$ cat src/rtl/tri_csa_resolve_if.sv
`default_nettype none
// ============================================================================
// Module  : tri_csa_resolve_if
// Brief   : Operand/result handshake bundle for tri_csa_resolve.
//           out_ovf exists only when TRI_CSA_RESOLVE_OVF_EN is defined.
// Revision: 1.0
// ============================================================================
interface tri_csa_resolve_if #(
  parameter int WIDTH = 64
);
  logic             in_valid;
  logic             in_ready;
  logic [WIDTH-1:0] in_sum;
  logic [WIDTH-1:0] in_car;
  logic             in_cin;
  logic             out_valid;
  logic             out_ready;
  logic [WIDTH-1:0] out_res;
  logic             out_cout;
`ifdef TRI_CSA_RESOLVE_OVF_EN
  logic             out_ovf;
`endif

  modport master (
    output in_valid, in_sum, in_car, in_cin, out_ready,
`ifdef TRI_CSA_RESOLVE_OVF_EN
    input  out_ovf,
`endif
    input  in_ready, out_valid, out_res, out_cout
  );

  modport slave (
    input  in_valid, in_sum, in_car, in_cin, out_ready,
`ifdef TRI_CSA_RESOLVE_OVF_EN
    output out_ovf,
`endif
    output in_ready, out_valid, out_res, out_cout
  );
endinterface
`default_nettype wire

$ cat src/rtl/tri_csa_resolve.sv
`default_nettype none
// ============================================================================
// Module  : tri_csa_resolve
// Brief   : Multi-cycle carry-propagate resolver for a carry-save pair,
//           CHUNK bits per cycle. Optional macro: TRI_CSA_RESOLVE_OVF_EN.
// Revision: 1.0
// ============================================================================
module tri_csa_resolve #(
  parameter int WIDTH = 64,
  parameter int CHUNK = 16
) (
  input  wire logic        clk,
  input  wire logic        rst,
  tri_csa_resolve_if.slave bus
);
  localparam int c_N  = WIDTH / CHUNK;
  localparam int c_IW = (c_N > 1) ? $clog2(c_N) : 1;
  localparam logic [c_IW-1:0] c_LAST = c_IW'(c_N - 1);

  typedef enum logic [1:0] {
    ST_IDLE = 2'd0,
    ST_RUN  = 2'd1,
    ST_DONE = 2'd2
  } state_t;

  state_t           r_state;
  state_t           w_state_nxt;
  logic [WIDTH-1:0] r_sum;
  logic [WIDTH-1:0] r_car;
  logic [WIDTH-1:0] r_res;
  logic [c_IW-1:0]  r_idx;
  logic             r_cy;
  logic             r_cout;
  logic [CHUNK-1:0] w_a;
  logic [CHUNK-1:0] w_b;
  logic [CHUNK:0]   w_add;
  logic             w_last;
`ifdef TRI_CSA_RESOLVE_OVF_EN
  logic             r_ovf;
  logic             w_cin_msb;
`endif

  assign w_last = (r_idx == c_LAST);

  always_ff @(posedge clk) begin
    if (rst) begin
      r_state <= ST_IDLE;
    end else begin
      r_state <= w_state_nxt;
    end
  end

  always_comb begin
    w_state_nxt = r_state;
    case (r_state)
      ST_IDLE: if (bus.in_valid)  w_state_nxt = ST_RUN;
      ST_RUN:  if (w_last)        w_state_nxt = ST_DONE;
      ST_DONE: if (bus.out_ready) w_state_nxt = ST_IDLE;
      default: w_state_nxt = ST_IDLE;
    endcase
  end

  // Chunk select by decoded index keeps the mux free of variable shifts.
  always_comb begin
    w_a = '0;
    w_b = '0;
    for (int k = 0; k < c_N; k++) begin
      if (r_idx == c_IW'(k)) begin
        w_a = r_sum[k*CHUNK +: CHUNK];
        w_b = r_car[k*CHUNK +: CHUNK];
      end
    end
  end

  assign w_add = {1'b0, w_a} + {1'b0, w_b} + {{CHUNK{1'b0}}, r_cy};
`ifdef TRI_CSA_RESOLVE_OVF_EN
  assign w_cin_msb = w_a[CHUNK-1] ^ w_b[CHUNK-1] ^ w_add[CHUNK-1];
`endif

  always_ff @(posedge clk) begin
    if (rst) begin
      r_sum  <= '0;
      r_car  <= '0;
      r_res  <= '0;
      r_idx  <= '0;
      r_cy   <= 1'b0;
      r_cout <= 1'b0;
`ifdef TRI_CSA_RESOLVE_OVF_EN
      r_ovf  <= 1'b0;
`endif
    end else begin
      case (r_state)
        ST_IDLE: begin
          if (bus.in_valid) begin
            r_sum  <= bus.in_sum;
            r_car  <= bus.in_car;
            r_cy   <= bus.in_cin;
            r_idx  <= '0;
            r_res  <= '0;
            r_cout <= 1'b0;
`ifdef TRI_CSA_RESOLVE_OVF_EN
            r_ovf  <= 1'b0;
`endif
          end
        end
        ST_RUN: begin
          for (int k = 0; k < c_N; k++) begin
            if (r_idx == c_IW'(k)) begin
              r_res[k*CHUNK +: CHUNK] <= w_add[CHUNK-1:0];
            end
          end
          r_cy  <= w_add[CHUNK];
          r_idx <= r_idx + c_IW'(1);
          if (w_last) begin
            r_cout <= w_add[CHUNK];
`ifdef TRI_CSA_RESOLVE_OVF_EN
            r_ovf  <= w_cin_msb ^ w_add[CHUNK];
`endif
          end
        end
        default: ;
      endcase
    end
  end

  assign bus.in_ready  = (r_state == ST_IDLE) & ~rst;
  assign bus.out_valid = (r_state == ST_DONE);
  assign bus.out_res   = r_res;
  assign bus.out_cout  = r_cout;
`ifdef TRI_CSA_RESOLVE_OVF_EN
  assign bus.out_ovf   = r_ovf;
`endif

endmodule
`default_nettype wire

$ cat src/flat_wrapper.sv
// flat-port wrapper written by rule: the top's interface ports become plain ports
module tri_csa_resolve_flat 
#(
  parameter int WIDTH = 64,
  parameter int CHUNK = 16
)
  (clk, rst, bus_in_valid, bus_in_sum, bus_in_car, bus_in_cin, bus_out_ready, bus_in_ready, bus_out_valid, bus_out_res, bus_out_cout);
  tri_csa_resolve_if #(.WIDTH(WIDTH)) bus_i ();
  input  wire logic clk;
  input  wire logic rst;
  input wire logic [$bits(bus_i.in_valid)-1:0] bus_in_valid;
  input wire logic [$bits(bus_i.in_sum)-1:0] bus_in_sum;
  input wire logic [$bits(bus_i.in_car)-1:0] bus_in_car;
  input wire logic [$bits(bus_i.in_cin)-1:0] bus_in_cin;
  input wire logic [$bits(bus_i.out_ready)-1:0] bus_out_ready;
  output wire logic [$bits(bus_i.in_ready)-1:0] bus_in_ready;
  output wire logic [$bits(bus_i.out_valid)-1:0] bus_out_valid;
  output wire logic [$bits(bus_i.out_res)-1:0] bus_out_res;
  output wire logic [$bits(bus_i.out_cout)-1:0] bus_out_cout;
  assign bus_i.in_valid = bus_in_valid;
  assign bus_i.in_sum = bus_in_sum;
  assign bus_i.in_car = bus_in_car;
  assign bus_i.in_cin = bus_in_cin;
  assign bus_i.out_ready = bus_out_ready;
  assign bus_in_ready = bus_i.in_ready;
  assign bus_out_valid = bus_i.out_valid;
  assign bus_out_res = bus_i.out_res;
  assign bus_out_cout = bus_i.out_cout;
  tri_csa_resolve #(.WIDTH(WIDTH), .CHUNK(CHUNK)) u_core (.clk(clk), .rst(rst), .bus(bus_i));
endmodule
$ cat config.mk
export PLATFORM = sky130hd
export DESIGN_NAME = tri_csa_resolve_flat
export DESIGN_NICKNAME = d
export VERILOG_FILES = /design/src/rtl/tri_csa_resolve_if.sv /design/src/rtl/tri_csa_resolve.sv /design/src/flat_wrapper.sv
export SDC_FILE = /design/constraint.sdc
export NUM_CORES = 1
export LEC_CHECK = 0
export CAP_MARGIN = 20
export CORE_ASPECT_RATIO = 1.1
export CORE_MARGIN = 2
export CORE_UTILIZATION = 40
export DETAILED_ROUTE_END_ITERATION = 10
export PLACE_DENSITY = 0.66
export SETUP_SLACK_MARGIN = 0.5
export SYNTH_ARGS = -nofsm -noshare
export SYNTH_HDL_FRONTEND = slang
export SYNTH_SLANG_ARGS = --single-unit
$ cat constraint.sdc
create_clock -name clk -period 4.65 [get_ports clk]
set_clock_uncertainty 0.1 [all_clocks]
set_input_delay 1.1625 -clock clk [delete_from_list [all_inputs] [get_ports clk]]
set_output_delay 1.1625 -clock clk [all_outputs]
set_load 0.01 [all_outputs]
# Word-level counts from Yosys, hierarchy flattened
# Index checks and enable logic that the tools add are counted.
[classes] addsub=3 eq_ne=11 n_mux=25 bitwise_logic=2 n_reduce_logical=10
[ops] op="16-bit 2-to-1 mux" count=12
[ops] op="64-bit one-hot mux with 2 select lines" count=1
[ops] op="64-bit 2-to-1 mux" count=1
[ops] op="16-bit by 16-bit adder with 17-bit output" count=1
[ops] op="17-bit by 1-bit adder with 17-bit output" count=1
[ops] op="3-bit AND reduction" count=5
[ops] op="2-bit 2-to-1 mux" count=4
[ops] op="2-bit by 1-bit inequality test with 1-bit output, second input constant" count=4
[ops] op="2-bit equality test, second input constant" count=3
[ops] op="2-bit one-hot mux with 3 select lines" count=1
[ops] op="2-bit by 1-bit equality test with 1-bit output, second input constant" count=2
[ops] op="2-bit logical NOT" count=2
[ops] op="2-bit inequality test, second input constant" count=2
[ops] op="1-bit one-hot mux with 2 select lines" count=2
[ops] op="2-bit one-hot mux with 2 select lines" count=1
[ops] op="2-bit AND reduction" count=2
[ops] op="1-bit 2-to-1 mux" count=3
[ops] op="2-bit by 1-bit adder with 2-bit output, second input constant" count=1
[ops] op="2-bit nonzero test" count=1
[ops] op="1-bit AND" count=1
[ops] op="1-bit NOT" count=1
[totals] regBits=198 input_bits=133 output_inout_bits=67

# Longest topological paths before layout
[depth] depth_word=9 ltp_mapped=18 depth_no_buf=16

# Worst setup path before layout
# OpenSTA, ideal clock, no wires.
[synth_timing] path_type="register -> register" startpoint="reg u_core.r_idx[0]" endpoint="reg u_core.r_res[13] (netlist: u_core.bus.out_res[13])" setup_time_ps=117 t_arrival_ps=3389 t_required_ps=4433 setup_slack_ps=1044 stages_incl_launch_ff=15 path_buffers=3 synth_period_minus_slack_ps=3606 path_cell_list="dfxtp_1 > inv_1 > ha_1 > clkbuf_1 > clkbuf_1 > buf_1 > a21oi_1 > o21ai_0 > ha_1 > nor2b_1 > o31a_1 > o41ai_4 > o21ai_2 > mux2_4 > a32o_1"
[synth_via] elab_chain_len=9 word_cells_on_any_way=18 cone_classes="add/sub (2); eq/ne (4); mux (10); reduce/logical (2)"
[synth_rtl] element="from (decl)" line="tri_csa_resolve.sv:31" text="logic [c_IW-1:0] r_idx;"
[synth_rtl] element="from (signal assigned)" line="tri_csa_resolve.sv:113" text="r_idx <= r_idx + c_IW'(1);"
[synth_rtl] element="2-bit logical NOT" line="tri_csa_resolve.sv:68, tri_csa_resolve.sv:108"
[synth_rtl] element="16-bit 2-to-1 mux (4 in series)" line="tri_csa_resolve.sv:68" text="if (r_idx == c_IW'(k)) begin"
[synth_rtl] element="16-bit by 16-bit adder with 17-bit output" line="tri_csa_resolve.sv:75" text="assign w_add = {1'b0, w_a} + {1'b0, w_b} + {{CHUNK{1'b0}}, r_cy};"
[synth_rtl] element="17-bit by 1-bit adder with 17-bit output" line="tri_csa_resolve.sv:75"
[synth_rtl] element="16-bit 2-to-1 mux" line="tri_csa_resolve.sv:108" text="if (r_idx == c_IW'(k)) begin"
[synth_rtl] element="64-bit one-hot mux with 2 select lines" line="tri_csa_resolve.sv:92" text="case (r_state)"
[synth_rtl] element="to (signal, indexed assignment)" line="tri_csa_resolve.sv:109" text="r_res[k*CHUNK +: CHUNK] <= w_add[CHUNK-1:0];"
[synth_rtl] element="to (decl)" line="tri_csa_resolve.sv:30" text="logic [WIDTH-1:0] r_res;"
# Several ways; a longest one is shown, not always the timed one. The select of a mux whose other input is x is not followed.
# A chain may end at the register's enable or synchronous reset.

# Worst setup path after layout
# Same ends and word-level chain as after synthesis.

==> impl_metrics.tcl <==
set metrics [dict create \
    synth_warnings 0 \
    antenna_found_initial 0 \
    slew_viol_final 0 \
    htree_num_levels 4 \
    synth_top_family_by_area "simple AND/OR/NAND/NOR gates" \
    route.detailed.drc 0 \
    first_pass_iters 5 \
    area_growth_pct 32.4 \
    worstSetupStartpoint "u_core.r_idx[0]$_SDFFE_PP0P_" \
    fin_util_pct 54.2 \
    yosys.area_share.simple_pct 23.9 \
    synthArstFlopShare_pct 0 \
    layout_commonest_cell "nand2_1" \
    switching_share_pct 26.6 \
    ys_seq_area_share_pct 45.2 \
    seqPwrFrac_pct 43.7 \
    yosys-mux-area-fraction_pct 0.970 \
    gp_congestion 0.913 \
    tritoncts "built" \
    syn-num-nets 1350 \
    worstHoldStart "u_core.r_car[59]$_SDFFE_PP0P_" \
    synth_compound_area_share_pct 22.0 \
    core_sq_mm 0.0214 \
    layout_worst_path_cycle_share_pct 84.4 \
    switching_power_mw 1.12 \
    synth_xor_area_share_pct 0.599 \
    drt-initial-drc-count 644 \
    tns_ns 0 \
    internal_power_mw 3.09 \
    grt_max_degree 94 \
    vdd_drop_max_mv 0.260 \
    netlist_instances 1196 \
    grt_pass1_vias 7789 \
    syn_area_sq_mm 0.00877 \
    cap_violations 0 \
    ctsLongestPathBuffers 2 \
    slew-limit-headroom_pct 37.7 \
    layout_common_cells "381 x nand2_1, 221 x a21oi_1, 198 x clkdlybuf4s50_1, 198 x dfxtp_1, 99 x nor2_1" \
    synth-edff-count 0 \
    synthAdderAreaFrac_pct 3.17 \
    ys_seq_elements 198 \
    die-area_sq_mm 0.0231 \
    final_antenna_net_count 0 \
    hpwl_microns 18700 \
    reg2reg_from "u_core.r_idx[0]$_SDFFE_PP0P_" \
    nets 1497 \
    clock-root-buffer "clkbuf_16" \
    worst-path-max-fanout 30 \
    min_period_ns 3.93 \
    arrival_ns 4.15 \
    pwr-share-comb_pct 16.9 \
    synth.avg_cell_area_sq_um 7.33 \
    rsz0062_at_grt "no" \
    synth_top_area_cell "dfxtp_1" \
    setup_viol 0 \
    avgRoutedWirePerCell_microns 15.6 \
    critical_path_class "register to register" \
    cts_hold_buf 0 \
    synth_top_area_share_pct 45.2 \
    die_y_microns 159 \
    grt-ovfl-total 0 \
    synth.distinct_cells 49 \
    clkTransAtPathRegs_ns 0.07 \
    power_density_mw_per_mm2 363 \
    num_rows 56 \
    track_usage_pct 21.8 \
    timing_hold_violations_final 0 \
    required_ns 4.88 \
    antennaDiodeCount 0 \
    start_kind "register" \
    hold_path_class "register to register" \
    synth_flop_cell "dfxtp_1" \
    routed_wl_microns 25600 \
    clkSinkCount 198 \
    status "complete, no violations" \
    drive_gt1_share_pct 4.43 \
    fmax_ghz 0.255 \
    p_leak_nw 4.39 \
    grt_first_pass_wirelength_microns 40900 \
    vias 8369 \
    critPathCaptureType "register" \
    clkPwrFrac_pct 39.3 \
    io_buffer_count 199 \
    fill_cells 2122 \
    tightest_slew_ns 0.935 \
    ioPinCount 200 \
    numCtsBuffers 17 \
    dieWidth_microns 145 \
    synth_top_cells_by_area "dfxtp_1 45%, nand2_1 16%, a21oi_1 13%" \
    clock_latency_ns 0.44 \
    viasPerCell 5.09 \
    start_util_pct 40.9 \
]
[area by class of cell]
type	instances	area (sq um)	share of cell area, %
well taps	290	363	3.13
inverters	9	33.8	0.291
flip-flops and latches	198	3960	34.1
clock inverters	12	224	1.93
repair buffers	215	2110	18.2
multi-input cells	902	4480	38.6
clock buffers	18	429	3.70
[sequential cells by signal, indices dropped and copies added (netlist names)]
name                 count
u_core.r_state           2
u_core.bus.out_cout      1
u_core.r_sum            64
u_core.r_car            64
u_core.r_idx             2
u_core.bus.out_res      64
u_core.r_cy              1
[cell usage after synthesis, types with 2 or more instances]
cell type / count
nand2b_1: 5
nand3b_1: 10
a211oi_1: 4
a32o_1: 4
o21bai_1: 2
buf_1: 9
mux2i_1: 7
a21boi_0: 2
a311o_1: 2
a21o_1: 6
nand4_1: 3
nor3_1: 2
and3_1: 2
a32oi_1: 3
o21ai_0: 56
o211ai_1: 2
nor2b_1: 3
xnor2_1: 5
clkbuf_1: 78
dfxtp_1: 198
a31oi_1: 6
a22o_1: 17
a21oi_1: 221
o2111ai_1: 3
inv_1: 9
ha_1: 19
nand2_1: 382
nand3_1: 8
and2_1: 6
nor2_1: 99
fa_1: 2
o21a_1: 4
[per-layer routing]
metal / vias to the layer above / track usage (%) / part of all wire, %
met4: 0 / 6.46 / 2.2
met3: 33 / 3.93 / 4.7
li1: 4307 / - / -
met2: 239 / 36.8 / 48
met1: 3790 / 28.5 / 45
met5: - / 0 / 0
[repair_timing]
action	CTS	global route
setup endpoints to repair	0	31
gates resized for setup	0	7
setup buffers	0	1
endpoints found under the hold margin	0	0
[cells by family (layout without fill, tap and decap cells)]
kind of cell    Yosys count  count (layout)
compound gates          341             341
xor+xnor                  6               6
fa+ha+maj                21              21
buf+inv                  96             254
flops                   198             198
mux                       8               8
simple gates            526             526
[path summary, 6_finish.rpt]
kind | endpoint | slack, ns | depth (start not counted)
max | u_core.bus.out_res[13]$_SDFFE_PP0P_ | 0.72 | 12
min | u_core.r_car[59]$_SDFFE_PP0P_ | 0.36 | 2
max reg2reg | u_core.bus.out_res[13]$_SDFFE_PP0P_ | 0.72 | 12
min reg2reg | u_core.r_car[59]$_SDFFE_PP0P_ | 0.36 | 2
[power groups by stage]
stage | clock [mW] | sequential [mW] | combinational, mW
detailed placement | 0 | 1.88 | 0.705
global route | 1.75 | 1.85 | 0.792
global placement | 0 | 1.88 | 0.699
finish | 1.66 | 1.84 | 0.713
CTS | 1.68 | 1.84 | 0.708
floorplan | 0 | 1.87 | 0.419
[metrics by stage]
stage	hold WS, ns	std cells	cell area, sq um	worst slack [ns]	power [mW]
finish	0.356	1644	11600	0.723	4.21
global route	0.370	1644	11600	0.515	4.39
CTS	0.357	1643	11600	0.510	4.23
detailed placement	0.347	1613	10900	0.527	2.58
global placement	0.339	1613	10900	0.658	2.58
floorplan	0.336	1196	8770	1.04	2.29
[worst max-delay path, stage by stage, from the launching register on]
cell     delay, ns
dfxtp_1       0.35
inv_1         0.10
ha_2          0.48
buf_4         0.37
a21oi_1       0.11
o21ai_0       0.32
ha_1          0.29
nor2b_1       0.13
o31a_1        0.31
o41ai_4       0.48
o21ai_2       0.17
mux2_4        0.35
a32o_1        0.24
Note: power is estimated with default switching activity, not from simulation.
